<file path="src/rtl/imem_loader_if.sv">
// imem_loader_if: byte-stream valid/ready handshake into the instruction memory loader.
// The master drives bytes and the slave (loader) signals when it can take one.
interface imem_loader_if;
  logic       in_valid;
  logic [7:0] in_data;
  logic       in_ready;

  modport master (
    output in_valid,
    output in_data,
    input  in_ready
  );

  modport slave (
    input  in_valid,
    input  in_data,
    output in_ready
  );
endinterface

</file>
<file path="src/rtl/imem_loader.sv">
// imem_loader: fills instruction memory from a byte stream (length byte, then N little-endian
// 32-bit words) and holds the core in reset until the image is loaded.
// Optional trailing checksum byte: define IMEM_LOADER_CHECKSUM_EN.
module imem_loader #(
  parameter int unsigned DEPTH = 32,
  parameter int unsigned AW    = 5
) (
  input  logic          clk,
  input  logic          rst,
  input  logic          start,
  imem_loader_if.slave  in_if,
  output logic          imem_we,
  output logic [AW-1:0] imem_addr,
  output logic [31:0]   imem_wdata,
  output logic          core_rst_n,
  output logic          busy,
  output logic          done,
  output logic          error,
  output logic [AW:0]   word_count
);

  localparam int unsigned WCW = AW + 1;

  typedef enum logic [2:0] {
    StIdle,
    StLen,
    StData,
`ifdef IMEM_LOADER_CHECKSUM_EN
    StCsum,
`endif
    StDone,
    StErr
  } state_e;

  state_e          state_q, state_d;
  logic            in_ready_q, in_ready_d;
  logic            imem_we_q, imem_we_d;
  logic [AW-1:0]   imem_addr_q, imem_addr_d;
  logic [31:0]     imem_wdata_q, imem_wdata_d;
  logic            core_rst_n_q, core_rst_n_d;
  logic            busy_q, busy_d;
  logic            done_q, done_d;
  logic            error_q, error_d;
  logic [WCW-1:0]  word_count_q, word_count_d;
  logic [WCW-1:0]  len_q, len_d;
  logic [1:0]      byte_idx_q, byte_idx_d;
  // Bytes b0..b2 of the word in flight, b0 ends up in the low byte.
  logic [23:0]     word_buf_q, word_buf_d;
`ifdef IMEM_LOADER_CHECKSUM_EN
  logic [7:0]      csum_q, csum_d;
`endif

  logic            accept;
  logic            len_ok;
  logic [WCW-1:0]  word_next;

  assign accept    = in_if.in_valid & in_ready_q;
  assign len_ok    = (in_if.in_data != 8'd0) && (32'(in_if.in_data) <= DEPTH);
  assign word_next = word_count_q + WCW'(1);

  // Next-state and next-output computation; every output is derived from the next state.
  always_comb begin
    state_d      = state_q;
    imem_we_d    = 1'b0;
    imem_addr_d  = imem_addr_q;
    imem_wdata_d = imem_wdata_q;
    word_count_d = word_count_q;
    len_d        = len_q;
    byte_idx_d   = byte_idx_q;
    word_buf_d   = word_buf_q;
`ifdef IMEM_LOADER_CHECKSUM_EN
    csum_d       = csum_q;
`endif

    unique case (state_q)
      StIdle, StDone, StErr: begin
        if (start) begin
          state_d      = StLen;
          word_count_d = '0;
        end
      end
      StLen: begin
        if (accept) begin
          if (len_ok) begin
            len_d        = WCW'(in_if.in_data);
            word_count_d = '0;
            byte_idx_d   = 2'd0;
`ifdef IMEM_LOADER_CHECKSUM_EN
            csum_d       = in_if.in_data;
`endif
            state_d      = StData;
          end else begin
            state_d = StErr;
          end
        end
      end
      StData: begin
        if (accept) begin
          word_buf_d = {in_if.in_data, word_buf_q[23:8]};
`ifdef IMEM_LOADER_CHECKSUM_EN
          csum_d     = csum_q + in_if.in_data;
`endif
          if (byte_idx_q == 2'd3) begin
            imem_we_d    = 1'b1;
            imem_addr_d  = word_count_q[AW-1:0];
            imem_wdata_d = {in_if.in_data, word_buf_q};
            word_count_d = word_next;
            byte_idx_d   = 2'd0;
            if (word_next == len_q) begin
`ifdef IMEM_LOADER_CHECKSUM_EN
              state_d = StCsum;
`else
              state_d = StDone;
`endif
            end
          end else begin
            byte_idx_d = byte_idx_q + 2'd1;
          end
        end
      end
`ifdef IMEM_LOADER_CHECKSUM_EN
      StCsum: begin
        if (accept) begin
          state_d = (in_if.in_data == csum_q) ? StDone : StErr;
        end
      end
`endif
      default: state_d = StIdle;
    endcase

    busy_d = (state_d == StLen) || (state_d == StData);
`ifdef IMEM_LOADER_CHECKSUM_EN
    busy_d = busy_d || (state_d == StCsum);
`endif
    in_ready_d   = busy_d;
    done_d       = (state_d == StDone);
    core_rst_n_d = (state_d == StDone);
    error_d      = (state_d == StErr);
  end

  // State and registered outputs, synchronous active-low reset.
  always_ff @(posedge clk) begin
    if (!rst) begin
      state_q      <= StIdle;
      in_ready_q   <= 1'b0;
      imem_we_q    <= 1'b0;
      imem_addr_q  <= '0;
      imem_wdata_q <= '0;
      core_rst_n_q <= 1'b0;
      busy_q       <= 1'b0;
      done_q       <= 1'b0;
      error_q      <= 1'b0;
      word_count_q <= '0;
      len_q        <= '0;
      byte_idx_q   <= '0;
      word_buf_q   <= '0;
`ifdef IMEM_LOADER_CHECKSUM_EN
      csum_q       <= '0;
`endif
    end else begin
      state_q      <= state_d;
      in_ready_q   <= in_ready_d;
      imem_we_q    <= imem_we_d;
      imem_addr_q  <= imem_addr_d;
      imem_wdata_q <= imem_wdata_d;
      core_rst_n_q <= core_rst_n_d;
      busy_q       <= busy_d;
      done_q       <= done_d;
      error_q      <= error_d;
      word_count_q <= word_count_d;
      len_q        <= len_d;
      byte_idx_q   <= byte_idx_d;
      word_buf_q   <= word_buf_d;
`ifdef IMEM_LOADER_CHECKSUM_EN
      csum_q       <= csum_d;
`endif
    end
  end

  assign in_if.in_ready = in_ready_q;
  assign imem_we        = imem_we_q;
  assign imem_addr      = imem_addr_q;
  assign imem_wdata     = imem_wdata_q;
  assign core_rst_n     = core_rst_n_q;
  assign busy           = busy_q;
  assign done           = done_q;
  assign error          = error_q;
  assign word_count     = word_count_q;

endmodule

</file>
<file path="src/flat_wrapper.sv">
// flat-port wrapper written by rule: the top's interface ports become plain ports
module imem_loader_flat 
#(
  parameter int unsigned DEPTH = 32,
  parameter int unsigned AW    = 5
)
  (clk, rst, start, imem_we, imem_addr, imem_wdata, core_rst_n, busy, done, error, word_count, in_if_in_valid, in_if_in_data, in_if_in_ready);
  imem_loader_if in_if_i ();
  input  logic clk;
  input  logic rst;
  input  logic start;
  output logic imem_we;
  output logic [AW-1:0] imem_addr;
  output logic [31:0] imem_wdata;
  output logic core_rst_n;
  output logic busy;
  output logic done;
  output logic error;
  output logic [AW:0] word_count;
  input wire logic [$bits(in_if_i.in_valid)-1:0] in_if_in_valid;
  input wire logic [$bits(in_if_i.in_data)-1:0] in_if_in_data;
  output wire logic [$bits(in_if_i.in_ready)-1:0] in_if_in_ready;
  assign in_if_i.in_valid = in_if_in_valid;
  assign in_if_i.in_data = in_if_in_data;
  assign in_if_in_ready = in_if_i.in_ready;
  imem_loader #(.DEPTH(DEPTH), .AW(AW)) u_core (.clk(clk), .rst(rst), .start(start), .in_if(in_if_i), .imem_we(imem_we), .imem_addr(imem_addr), .imem_wdata(imem_wdata), .core_rst_n(core_rst_n), .busy(busy), .done(done), .error(error), .word_count(word_count));
endmodule
</file>
<file path="config.mk">
export PLATFORM = sky130hd
export DESIGN_NAME = imem_loader_flat
export DESIGN_NICKNAME = d
export VERILOG_FILES = /design/src/rtl/imem_loader_if.sv /design/src/rtl/imem_loader.sv /design/src/flat_wrapper.sv
export SDC_FILE = /design/constraint.sdc
export NUM_CORES = 1
export LEC_CHECK = 0
export BUFFER_PORTS_ARGS = -buffer_cell sky130_fd_sc_hd__clkbuf_2
export CAP_MARGIN = 10
export CORE_MARGIN = 3
export CORE_UTILIZATION = 58
export DETAILED_ROUTE_END_ITERATION = 10
export GPL_TIMING_DRIVEN = 1
export PLACE_DENSITY = 0.85
export SYNTH_ARGS = -nofsm -noshare
export SYNTH_HDL_FRONTEND = slang
export SYNTH_SLANG_ARGS = --single-unit
</file>
<file path="constraint.sdc">
create_clock -name clk -period 6.2 [get_ports clk]
set_clock_uncertainty 0.1 [all_clocks]
set_input_delay 1.55 -clock clk [delete_from_list [all_inputs] [get_ports clk]]
set_output_delay 1.55 -clock clk [all_outputs]
set_load 0.05 [all_outputs]
</file>
# Yosys cells after proc, flatten, opt, wreduce, memory -nomap -nowiden
# Cells that the tools add are included.
[op_classes]
addsub = 2
multipliers = 0
div_mod_pow = 0
magnitude_cmp = 1
eq_ne = 15
n_shift = 0
mux = 19
n_bitwise = 1
reduce_logical = 13
[ops]
columns = ["operator", "count"]
rows = [
  ["two-way mux 6 bit", 5],
  ["two-way mux 3 bit", 6],
  ["case mux 6 bit (3 select lines)", 1],
  ["== test 3 x 2 -> 1 bit (second input constant)", 4],
  ["case mux 3 bit (3 select lines)", 1],
  ["AND reduction 3 bit", 3],
  ["<= comparator 8 x 6 -> 1 bit (second input constant)", 1],
  ["two-way mux 2 bit", 4],
  ["!= test 2 x 1 -> 1 bit (second input constant)", 4],
  ["nonzero test 8 bit", 1],
  ["adder 6 x 1 -> 6 bit (second input constant)", 1],
  ["== test 3 x 1 -> 1 bit (second input constant)", 2],
  ["== test 3 bit (second input constant)", 2],
  ["== test 6 bit", 1],
  ["AND reduction 6 bit", 1],
  ["case mux 2 bit (2 select lines)", 1],
  ["AND reduction 4 bit", 1],
  ["zero test 3 bit", 1],
  ["nonzero test 3 bit", 1],
  ["OR reduction 3 bit", 1],
  ["adder 2 x 1 -> 2 bit (second input constant)", 1],
  ["== test 2 bit (second input constant)", 1],
  ["!= test 2 bit (second input constant)", 1],
  ["AND reduction 2 bit", 1],
  ["other kinds (5)", 5],
]
[totals]
reg_bits = 82
latchBits = 0
mem_bits_rw = 0
mem_bits_ro = 0
input_bits = 12
out_inout_bits = 49
wordCells = 62
n_memories = 0

# Logic depth before layout (Yosys ltp)
[logic_depth]
ltp_word = 8
ltp_mapped = 7

# Least setup slack after synthesis
# Ideal clock, no wire load.
[synth_path]
path_type = "input -> register"
startpoint = "in in_if_in_data[0]"
endpoint = "reg u_core.word_count_q[2] (netlist: u_core.word_count[2])"
setup_time_ns = 0.088
arrival_ns = 3.072
required_time_ns = 6.012
slack_ns = 2.940
stages = 5
n_path_buf = 0
cell_sequence = "or4_4 > o31a_1 > and2_1 > o32a_4 > a311oi_2"
[synth_between]
elab_chain_cells = 4
word_cells_on_any_way = 5
cone_classes = "order compare (1); eq/ne (1); reduce/logical (3)"
[synth_lines]
columns = ["element", "line_no", "text"]
rows = [
  ["start, declared", "flat_wrapper.sv:21", "input wire logic [$bits(in_if_i.in_data)-1:0] in_if_in_data;"],
  ["<= comparator 8 x 6 -> 1 bit / nonzero test 8 bit (equally long branches)", "imem_loader.sv:58", "assign len_ok = (in_if.in_data != 8'd0) && (32'(in_if.in_data) <= DEPTH);"],
  ["logical AND 1 bit (*)", "imem_loader.sv:58", ""],
  ["!= test 2 x 1 -> 1 bit (no source line) (*)", "-", ""],
  ["AND reduction 6 bit (no source line) (*)", "-", ""],
  ["end signal, assigned", "imem_loader.sv:170", "word_count_q <= word_count_d;"],
  ["end, declared", "imem_loader.sv:44", "logic [WCW-1:0] word_count_q, word_count_d;"],
]
# Every way passes the cells marked *; elsewhere a longest branch is shown, timed or not.
# A chain may end at the register's enable or synchronous reset.

# Final worst setup path
[layout_path]
startpoint = "in in_if_in_data[0]"
endpoint = "reg u_core.len_q[0]"
[layout_between]
elab_chain_cells = 3
word_cells_on_any_way = 4
cone_classes = "order compare (1); reduce/logical (3)"
[layout_lines]
columns = ["element", "line_no", "text"]
rows = [
  ["<= comparator 8 x 6 -> 1 bit / nonzero test 8 bit (equally long branches)", "imem_loader.sv:58", ""],
  ["logical AND 1 bit", "imem_loader.sv:58", ""],
  ["AND reduction 3 bit (no source line)", "-", ""],
  ["end signal, assigned", "imem_loader.sv:171", "len_q <= len_d;"],
  ["end, declared", "imem_loader.sv:45", "logic [WCW-1:0] len_q, len_d;"],
]
# Parallel ways exist; a longest one is shown, timed or not.

==> impl_metrics.yaml <==
clocking:
  clk_latency_ns: 0.36
  cts-htree-levels: 3
  path_clk_slew_ns: 0.09
  clkSinkCount: 82
  clockBufferDepth: 2
  cts_tree: "built"
  ctsResizeCount: 0
  holdBufCountCts: 0
  cts_buffers: 9
  cts_root_buf: "clkbuf_8"
  postCtsSetupBuffers: 0
finish:
  nets: 448
  syn_to_final_growth_pct: 16.1
  final_common_cell: "nand2_1"
  layout_common_cells: "131 x nand2_1, 82 x dfxtp_1, 64 x a21oi_1"
  finish.utilization_pct: 70.6
  n_antenna_cell: 0
  final_layout_size_suffix_gt1_share_pct: 20.3
logic_synthesis:
  synth_flop_cell: "dfxtp_1"
  synth_top_area_cell: "dfxtp_1"
  synth_area_um2: 3160
  ys_ff_latch: 82
  avgSynthCellArea_um2: 8.20
  synth_top_area_share_pct: 51.9
  synth_nets: 400
  synth_edf_count: 0
  yosysWarnings: 0
  async_flop_share_pct: 0
  synth-seq-area-share_pct: 51.9
  yosys-top-cells-area: "dfxtp_1 52%, nand2_1 16%, a21oi_1 10%"
  synth_cells: 386
  yosysUniqueCellTypes: 37
grt:
  grt_max_degree: 51
  use_met3_pct: 6.09
  grt_pass1_vias: 2627
  busiest_layer: "met2"
  overflow: 0
  grt_util_met1_pct: 28.5
  grtUsageMet2_pct: 40.2
  antenna_found_initial: 0
  grt_pass1_wl_mm: 11.8
  grt_use_total_pct: 23.9
floorplan:
  dieArea_um2: 6380
  ios: 61
  rows: 26
  die_w_um: 79.9
  fp.coreArea_um2: 5200
  initial_core_util_pct: 60.8
  die_y_um: 79.9
sta:
  slew_headroom_pct: 39.5
  max_freq_mhz: 317
  hold_ws_ns: 0.357
  setup_ws_ns: 3.04
  setup_viol: 0
  fin_crit_ns: 3.16
  rsz0062_at_grt: "no"
  post-route-period-util_pct: 50.9
  tightest_slew_ns: 0.908
  fin_setup_tns_ns: 0
  slew_viol_final: 0
  finalHoldViolations: 0
power:
  cellLeakagePower_nw: 1.42
  powerDensity_nw_per_um2: 263
  ir_worst_vdd_mv: 0.200
  total_power_w: 0.000968
placement:
  io_buffers: 60
  place_worst_setup_slack_ns: 2.73
  dpl.hpwl_mm: 4.67
  gp_congestion: 0.873
drt:
  wire_per_inst_um: 13.9
  vias: 2743
  drt_pass1_iterations: 5
  drt_wl_total_mm: 7.07
  route.detailed.drc: 0
  drtIter0Drc: 235
  vias_per_cell: 5.39
  ant_nets: 0
worst_setup_path:
  cp_cell_sequence: "clkbuf_2 > or4_4 > o21ai_0 > nand4_2 > mux2i_1 > nor2_1"
  critPathArrivalTime_ns: 3.29
  cp-end-kind: "flop"
  cp_max_fo: 7
  critical_path_buf_inv_count: 1
  critPathSlowestCell: "or4_4"
  startpoint_type: "input pin"
  criticalPathCategory: "in2reg"
  max_stage_delay_ns: 0.54
  worstPathRequired_ns: 6.33
  crit_family: "simple AND/OR/NAND/NOR gates"
hold_path:
  hold_class: "reg2reg"
run_status:
  status: "finished, final reports clean"
job:
  cap_violations: 0
## cell usage after synthesis, drive strengths merged, types with 2 or more instances
cell	instances
nand2	131
dfxtp	82
a21oi	65
clkbuf	21
nor2	17
xnor2	8
mux2i	7
nand3	6
o21ai	6
a31oi	5
and2	5
buf	5
and3	2
ha	2
nand2b	2
nand3b	2
nor3b	2
xor2	2
## flip-flops by register name, indices dropped and copies added, names as in the netlist
signal / count
u_core.byte_idx_q: 2
u_core.core_rst_n: 1
u_core.error: 1
u_core.imem_addr: 5
u_core.imem_wdata: 32
u_core.imem_we: 1
u_core.in_if.in_ready: 1
u_core.len_q: 6
u_core.state_q: 3
u_core.word_buf_q: 24
u_core.word_count: 6
## worst reg2reg max path, cell delays in order (launching register included)
cell and delay [ns]:
dfxtp_1 0.50, nor3b_2 0.58, and3_1 0.68, buf_4 0.38, nand2_1 0.12, a21oi_1 0.13
## layout make-up
class / instances / area (um2)
repair buffers: 63 / 323
multi-input cells: 277 / 1410
well taps: 70 / 87.6
clock inverters: 6 / 71.3
flip-flops and latches: 82 / 1640
inverters: 1 / 3.75
fillers: 412 / 1530
clock buffers: 10 / 138
## final timing paths
check	cells after the start	start	to	slack (ns)
setup / recovery	6	in_if_in_data[0]	u_core.len_q[0]	3.04
hold reg to reg	2	u_core.imem_wdata[12]	u_core.imem_wdata[12]	0.36
hold / removal	2	u_core.imem_wdata[12]	u_core.imem_wdata[12]	0.36
setup reg to reg	5	u_core.state_q[1]	u_core.imem_wdata[9]	3.65
## power by group
group          leakage (nW)  total (W)  internal, W  switching, W
combinational         0.659  0.0000369    0.0000109     0.0000261
clock                0.0999   0.000401     0.000201      0.000200
sequential            0.661   0.000530     0.000528    0.00000229
## kinds of logic (layout without fill, tap and decap cells)
| logic type | after synthesis | after routing | share of synthesized area [%] |
|---|---|---|---|
| compound gates | 83 | 83 | 15.0 |
| xor+xnor | 10 | 10 | 2.77 |
| fa+ha+maj | 2 | 2 | 0.791 |
| buf+inv | 27 | 80 | 3.64 |
| flops | 82 | 82 | 51.9 |
| mux | 8 | 8 | 2.57 |
| simple gates | 174 | 174 | 23.4 |
## through the flow
| step | area (um2) | instances |
|---|---|---|
| 2_1_floorplan | 3160 | 386 |
| 3_3_place_gp | 3460 | 493 |
| 3_5_place_dp | 3460 | 493 |
| 4_1_cts | 3670 | 509 |
| 5_1_grt | 3670 | 509 |
| 6_report | 3670 | 509 |
## metal layers
layer / vias up / wire length (um) / share of wire, %
met2: 76 / 3410 / 48
met3: 13 / 389 / 5.5
met4: 0 / 139 / 2.0
met5: - / 0 / 0
met1: 1280 / 3120 / 44
li1: 1374 / - / -
(Power assumes the default switching activity.)
